## config.mk

```make
export PLATFORM = sky130hd
export DESIGN_NAME = opb_dec_bridge
export DESIGN_NICKNAME = d
export VERILOG_FILES = /design/src/rtl/opb_dec_pkg.sv /design/src/rtl/opb_dec_bridge.sv
export SDC_FILE = /design/constraint.sdc
export NUM_CORES = 1
export LEC_CHECK = 0
export ABC_AREA = 1
export BUFFER_PORTS_ARGS = -buffer_cell sky130_fd_sc_hd__buf_4
export CELL_PAD_IN_SITES_DETAIL_PLACEMENT = 2
export CELL_PAD_IN_SITES_GLOBAL_PLACEMENT = 2
export CORE_AREA = 2 2 127 129
export CTS_CLUSTER_DIAMETER = 150
export DETAILED_ROUTE_END_ITERATION = 12
export DIE_AREA = 0 0 129 131
export HOLD_SLACK_MARGIN = 0.03
export PLACE_DENSITY = 0.91
export SLEW_MARGIN = 20
export SYNTH_ARGS = -nofsm -noshare
export SYNTH_HDL_FRONTEND = slang
export SYNTH_SLANG_ARGS = --single-unit
export TNS_END_PERCENT = 5
```

## constraint.sdc

```tcl
create_clock -name OPB_CLK -period 6.5 [get_ports OPB_CLK]
set_clock_uncertainty 0.05 [all_clocks]
set_input_delay 1.3 -clock OPB_CLK [delete_from_list [all_inputs] [get_ports OPB_CLK]]
set_output_delay 1.3 -clock OPB_CLK [all_outputs]
set_load 0.1 [all_outputs]
```

## src/rtl/opb_dec_pkg.sv

```systemverilog
// Shared types and constants for the OPB-to-register-decoder bridge.
// Holds the FSM state encoding, default register window and counter width.
package opb_dec_pkg;

    typedef enum logic [1:0] {
        IDLE,
        STROBE,
        WAIT,
        ACK
    } opbState_e;

    localparam logic [31:0] DEFAULT_BASEADDR = 32'h0000_0000;
    localparam logic [31:0] DEFAULT_HIGHADDR = 32'h000B_FFFF;

    localparam int CNT_W = 4;

endpackage

```

## src/rtl/opb_dec_bridge.sv

```systemverilog
// OPB slave front-end turning single-beat transfers into one-cycle decoder strobes.
// Optional byte-enable checking is enabled by defining OPB_DEC_BE_CHECK_EN.
module opb_dec_bridge
    import opb_dec_pkg::*;
#(
    parameter logic [31:0] C_BASEADDR = DEFAULT_BASEADDR,
    parameter logic [31:0] C_HIGHADDR = DEFAULT_HIGHADDR,
    parameter int          RD_LAT     = 1
) (
    input  logic        OPB_CLK,
    input  logic        OPB_RST,
    input  logic        OPB_select,
    input  logic        OPB_RNW,
    input  logic [31:0] OPB_ABus,
    input  logic [31:0] OPB_DBus,
    input  logic [3:0]  OPB_BE,
    output logic [31:0] Sl_DBus,
    output logic        Sl_xferAck,
    output logic        Sl_errAck,
    output logic        Sl_retry,
    output logic        Sl_toutSup,
    output logic        DEC_RE,
    output logic        DEC_WE,
    output logic [31:0] DEC_ADDR,
    output logic [31:0] DEC_DI,
    input  logic [31:0] DEC_DO
);

    opbState_e         state_q;
    logic [CNT_W-1:0]  cnt_q;
    logic              rnw_q;
    logic              decRe_q;
    logic              decWe_q;
    logic [31:0]       decAddr_q;
    logic [31:0]       decAddr_d;
    logic [31:0]       decDi_q;
    logic [31:0]       slDbus_q;
    logic              xferAck_q;
    logic              errAck_q;
    logic              toutSup_q;
    logic              inWindow;
    logic              beOk;

    // Addresses below the base wrap to a huge offset, so one compare covers both bounds.
    assign decAddr_d = OPB_ABus - C_BASEADDR;
    assign inWindow  = (decAddr_d <= (C_HIGHADDR - C_BASEADDR));

`ifdef OPB_DEC_BE_CHECK_EN
    assign beOk = (OPB_BE == 4'hF);
`else
    logic unusedBe;
    assign unusedBe = ^OPB_BE;
    assign beOk     = 1'b1;
`endif

    always_ff @(posedge OPB_CLK or posedge OPB_RST) begin
        if (OPB_RST) begin
            state_q   <= IDLE;
            cnt_q     <= '0;
            rnw_q     <= 1'b0;
            decRe_q   <= 1'b0;
            decWe_q   <= 1'b0;
            decAddr_q <= '0;
            decDi_q   <= '0;
            slDbus_q  <= '0;
            xferAck_q <= 1'b0;
            errAck_q  <= 1'b0;
            toutSup_q <= 1'b0;
        end else begin
            decRe_q   <= 1'b0;
            decWe_q   <= 1'b0;
            xferAck_q <= 1'b0;
            errAck_q  <= 1'b0;
            slDbus_q  <= '0;
            toutSup_q <= 1'b0;
            case (state_q)
                IDLE: begin
                    if (OPB_select && inWindow) begin
                        if (!beOk) begin
                            errAck_q <= 1'b1;
                            state_q  <= ACK;
                        end else begin
                            decAddr_q <= decAddr_d;
                            decDi_q   <= OPB_DBus;
                            rnw_q     <= OPB_RNW;
                            decRe_q   <= OPB_RNW;
                            decWe_q   <= !OPB_RNW;
                            toutSup_q <= 1'b1;
                            state_q   <= STROBE;
                        end
                    end
                end
                STROBE: begin
                    if (!OPB_select) begin
                        state_q <= IDLE;
                    end else if (rnw_q) begin
                        cnt_q     <= CNT_W'(RD_LAT);
                        toutSup_q <= 1'b1;
                        state_q   <= WAIT;
                    end else begin
                        xferAck_q <= 1'b1;
                        state_q   <= ACK;
                    end
                end
                WAIT: begin
                    cnt_q <= cnt_q - 1'b1;
                    if (!OPB_select) begin
                        state_q <= IDLE;
                    end else if (cnt_q == CNT_W'(1)) begin
                        xferAck_q <= 1'b1;
                        slDbus_q  <= DEC_DO;
                        state_q   <= ACK;
                    end else begin
                        toutSup_q <= 1'b1;
                    end
                end
                ACK: begin
                    state_q <= IDLE;
                end
                default: begin
                    state_q <= IDLE;
                end
            endcase
        end
    end

    assign Sl_DBus    = slDbus_q;
    assign Sl_xferAck = xferAck_q;
    assign Sl_errAck  = errAck_q;
    assign Sl_retry   = 1'b0;
    assign Sl_toutSup = toutSup_q;
    assign DEC_RE     = decRe_q;
    assign DEC_WE     = decWe_q;
    assign DEC_ADDR   = decAddr_q;
    assign DEC_DI     = decDi_q;

endmodule

```

# After elaboration in Yosys (flattened, before gate mapping)
# Index checks and enable logic that the tools add are counted.
# op_classes
n_lt_le_gt_ge,1
n_mul,0
div,0
add_sub_neg,1
n_shift,0
reduce_logical,7
bitwise_logic,0
mux,27
eq_ne,8
# op_table
op,n
$mux 32,3
$le 32x20->1 const B,1
$mux 1,14
$mux 2,4
$mux 4,2
$pmux 2 s4,1
$pmux 4 s2,1
$ne 2x2->1 const B,3
$eq 2x2->1 const B,2
$eq 4x1->1 const B,1
$reduce_and 2->1,2
$sub 4x1->4 const B,1
$ne 3x3->1 const B,1
$pmux 1 s3,1
$reduce_and 3->1,1
$eq 2x1->1 const B,1
$logic_not 2->1,1
$pmux 1 s2,1
$reduce_bool 2->1,1
$logic_and 1x1->1,1
$logic_not 1->1,1
# word_totals
mem_bits_rw,0
in_bits,104
rom_bits,0
latch_bits,0
output_inout_bits,102
n_memories,0
ff_bits,107

# Longest topological paths before layout
# depth
depth_word,4
mapped_depth,8
depth_no_buf,8

# Worst setup path after synthesis
# No wires, ideal clock.
# synth_timing
kind,input-to-reg
from,input OPB_ABus[22]
to,register decDi_q[0] (netlist: DEC_DI[0])
required_ps,6328
arrival_ps,2096
setup_slack_ps,4232
path_buffers,2
stages,8
setup_time_ps,122
path_cell_list,nor2_1 nand2_1 nor2_2 nand3_1 buf_6 buf_6 nand2_1 o21ai_2
# synth_via
elab_chain_cells,3
# synth_lines
element,line_no,rtl
"start, declared",opb_dec_bridge.sv:14,"input logic [31:0] OPB_ABus,"
$le 32x20->1,opb_dec_bridge.sv:46,assign inWindow = (decAddr_d <= (C_HIGHADDR - C_BASEADDR));
$logic_and 1x1->1,opb_dec_bridge.sv:78,if (OPB_select && inWindow) begin
$reduce_and 2->1 (no line),-,
"end signal, assigned",opb_dec_bridge.sv:84,decDi_q <= OPB_DBus;
"end, declared",opb_dec_bridge.sv:36,logic [31:0] decDi_q;
# No other way between the ends.
# A chain may end at the register's enable or synchronous reset.

# Final worst setup path
# layout_timing
from,input OPB_ABus[28]
to,register decAddr_q[4] (netlist: DEC_ADDR[4])
# layout_via
elab_chain_cells,3
# layout_lines
element,line_no,rtl
$le 32x20->1,opb_dec_bridge.sv:46,
$logic_and 1x1->1,opb_dec_bridge.sv:78,
$reduce_and 2->1 (no line),-,
"end signal, assigned",opb_dec_bridge.sv:83,decAddr_q <= decAddr_d;
"end, declared",opb_dec_bridge.sv:34,logic [31:0] decAddr_q;
# No other way between the ends.

==> impl_metrics.py <==
metrics = {
    "run_status": {
        "status": "complete, no violations",
    },
    "worst_hold_path": {
        "hold_path_depth": 2,
        "hold_class": "flop to flop",
        "holdPathEnd": "DEC_ADDR[22]",
        "hp-start": "DEC_ADDR[22]",
    },
    "layout": {
        "drive_above_1_share": 0.427,
        "synthToLayoutAreaGrowth_pct": 44.5,
        "final_cells": 862,
        "fillers": 1704,
        "most-common-layout-cells": "202 x buf_4, 120 x nand2_1, 107 x dfrtp_1",
        "fin_nets": 751,
        "n_antenna_cell": 0,
        "final_common_cell": "buf_4",
    },
    "power": {
        "p_per_area_nw_per_um2": 263,
        "p_leak_nw": 3.58,
        "ir_drop_mv": 0.136,
        "finalPower_mw": 1.68,
    },
    "synth": {
        "netlist_area_um2": 4420,
        "ys_seq_area_frac": 0.606,
        "synthCells": 448,
        "synthTopCellsByArea": "dfrtp_1 61%, o21ai_2 10%, nand2_1 10%, inv_1 6.5%, nor2_1 3.6%",
        "synth_top_family_by_area": "simple AND/OR/NAND/NOR gates",
        "syn_avg_cell_area_um2": 9.86,
        "yosysUniqueCellTypes": 22,
        "synth-simple-area-share": 0.151,
        "synth_xor_area_frac": 0.00198,
        "synth-seq-cells": 107,
        "yosysWarnings": 0,
        "synth_compound_area_frac": 0.116,
        "yosysTopAreaCell": "dfrtp_1",
        "synth_top_cell_area_share": 0.606,
        "synth_mux_area_frac": 0,
        "synth-adder-area-share": 0.0170,
    },
    "drt": {
        "vias_per_cell": 4.22,
        "remaining_drc_errors": 0,
        "ant_nets": 0,
        "drt_iter0_drc": 111,
        "firstDrtPassIters": 4,
        "wl_per_cell_um": 15.0,
        "wl_mm": 12.9,
        "num_vias": 3637,
    },
    "sta": {
        "setup_tns_ns": 0,
        "tightest_slew_ns": 0.979,
        "slew_viol_final": 0,
        "fmaxAchievable_ghz": 0.315,
        "finalCritPeriodShare": 0.489,
        "setup_viol": 0,
        "period_minus_slack_ns": 3.18,
        "slew_headroom": 0.343,
        "rsz0062_at_grt": "false",
        "finalHoldViolations": 0,
    },
    "cts": {
        "clockBufferDepth": 2,
        "cts-root-buf": "clkbuf_16",
        "clk_pin_slew_ns": 0.07,
        "numCtsBuffers": 9,
        "post-cts-setup-buffers": 0,
        "cts_tree": "yes",
        "cts_hold_buf": 0,
        "clock_latency_ns": 0.34,
        "cts.sinks": 107,
        "htreeDepth": 3,
        "cts_resized": 0,
    },
    "worst_setup_path": {
        "cp-end-kind": "flop",
        "rrSetupSlack_ns": 3.94,
        "crit_required_ns": 6.66,
        "crit_fanout": 62,
        "start_kind": "primary input",
        "arrival_ns": 3.34,
        "r2r_cells": 6,
        "r2r-start": "state_q[0]",
        "worstSetupPathType": "primary input to flop",
        "rr_endpoint": "DEC_ADDR[4]",
    },
    "floorplanning": {
        "core_region_area_um2": 15600,
        "dieArea_um2": 16900,
        "io_pins": 206,
        "initial_core_util": 0.283,
        "row_count": 46,
        "die_x_um": 129,
        "die_height_um": 131,
    },
    "global_route": {
        "grt_pass1_wl_mm": 20.0,
        "grt_max_degree": 63,
        "grt_usage": 0.151,
        "grt-ovfl-total": 0,
        "grt_pass1_vias": 3995,
        "antenna_found_initial": 0,
    },
    "placement": {
        "dp.cells": 846,
        "numPortBuffers": 199,
        "place.gp.congestion": 0.741,
        "hpwl_mm": 9.77,
    },
    "run": {
        "drv_cap": 0,
    },
}
-- synthesized netlist by cell type --
cell type,count
a21oi_1,1
a21oi_2,1
buf_2,4
buf_4,2
buf_6,12
clkbuf_1,3
clkinv_1,1
conb_1,1
dfrtp_1,107
ha_1,6
inv_1,77
nand2_1,120
nand3_1,6
nand4_1,1
nor2_1,42
nor2_2,2
nor3_1,2
o21ai_0,5
o21ai_2,52
o22ai_1,1
o22ai_2,1
xor2_1,1
-- sequential cells by signal (all words and copies together), names as in the netlist --
signal      flops
DEC_ADDR       32
DEC_DI         32
DEC_RE          1
DEC_WE          1
Sl_DBus        32
Sl_toutSup      1
Sl_xferAck      1
cnt_q           4
rnw_q           1
state_q         2
-- worst max-delay path by stage --
stage | cells after the start | endpoint | startpoint
floorplan | 1 | DEC_ADDR[0] | OPB_RST
global placement | 8 | DEC_ADDR[0] | OPB_ABus[28]
detailed placement | 8 | DEC_DI[25] | OPB_ABus[28]
CTS | 8 | DEC_DI[25] | OPB_ABus[28]
global route | 8 | DEC_DI[25] | OPB_ABus[20]
finish | 8 | DEC_ADDR[4] | OPB_ABus[28]
-- layer usage --
layer,vias to the layer above,share of wire,global-route usage
met1,1777,0.39,0.172
met2,128,0.53,0.274
met4,0,0.015,0.0518
met3,16,0.068,0.0432
li1,1716,-,-
met5,-,0,0
-- cells by family (layout without fill, tap and decap cells) --
logic type | after synthesis | in the layout
compound gates | 61 | 61
xor+xnor | 1 | 1
fa+ha+maj | 6 | 6
buf+inv | 99 | 296
flops | 107 | 107
other cells | 1 | 2
simple gates | 173 | 173
-- layout make-up --
cell class	instances	area [um2]	area share
inverters	78	295	0.0462
clock buffers	9	225	0.0353
clock inverters	7	116	0.0182
repair buffers	202	1520	0.238
multi-input cells	243	1280	0.201
flip-flops and latches	107	2680	0.419
well taps	216	270	0.0423
-- metrics by stage --
stage	util	cell area, um2	worst slack [ns]	hold WS (ns)
final	0.409	6380	3.32	0.423
after global placement	0.387	6040	3.02	0.404
after global routing	0.409	6380	3.13	0.458
after detailed placement	0.387	6040	2.94	0.412
after floorplan	-	4420	2.33	0.440
after CTS	0.409	6380	3.30	0.431
-- critical path, stage by stage --
cell     delay [ns]
buf_4          0.11
nor2_1         0.10
nand2_1        0.08
nor2_2         0.21
nand3_4        0.64
buf_4          0.63
nand2_1        0.17
o21ai_2        0.07
-- power by group --
part           total (mW)  switching, mW  internal [mW]
sequential          0.706         0.0166          0.690
clock               0.625          0.249          0.376
combinational       0.350          0.250          0.101
total                1.68          0.515           1.17
No activity file was read; power rests on OpenSTA's default activity.
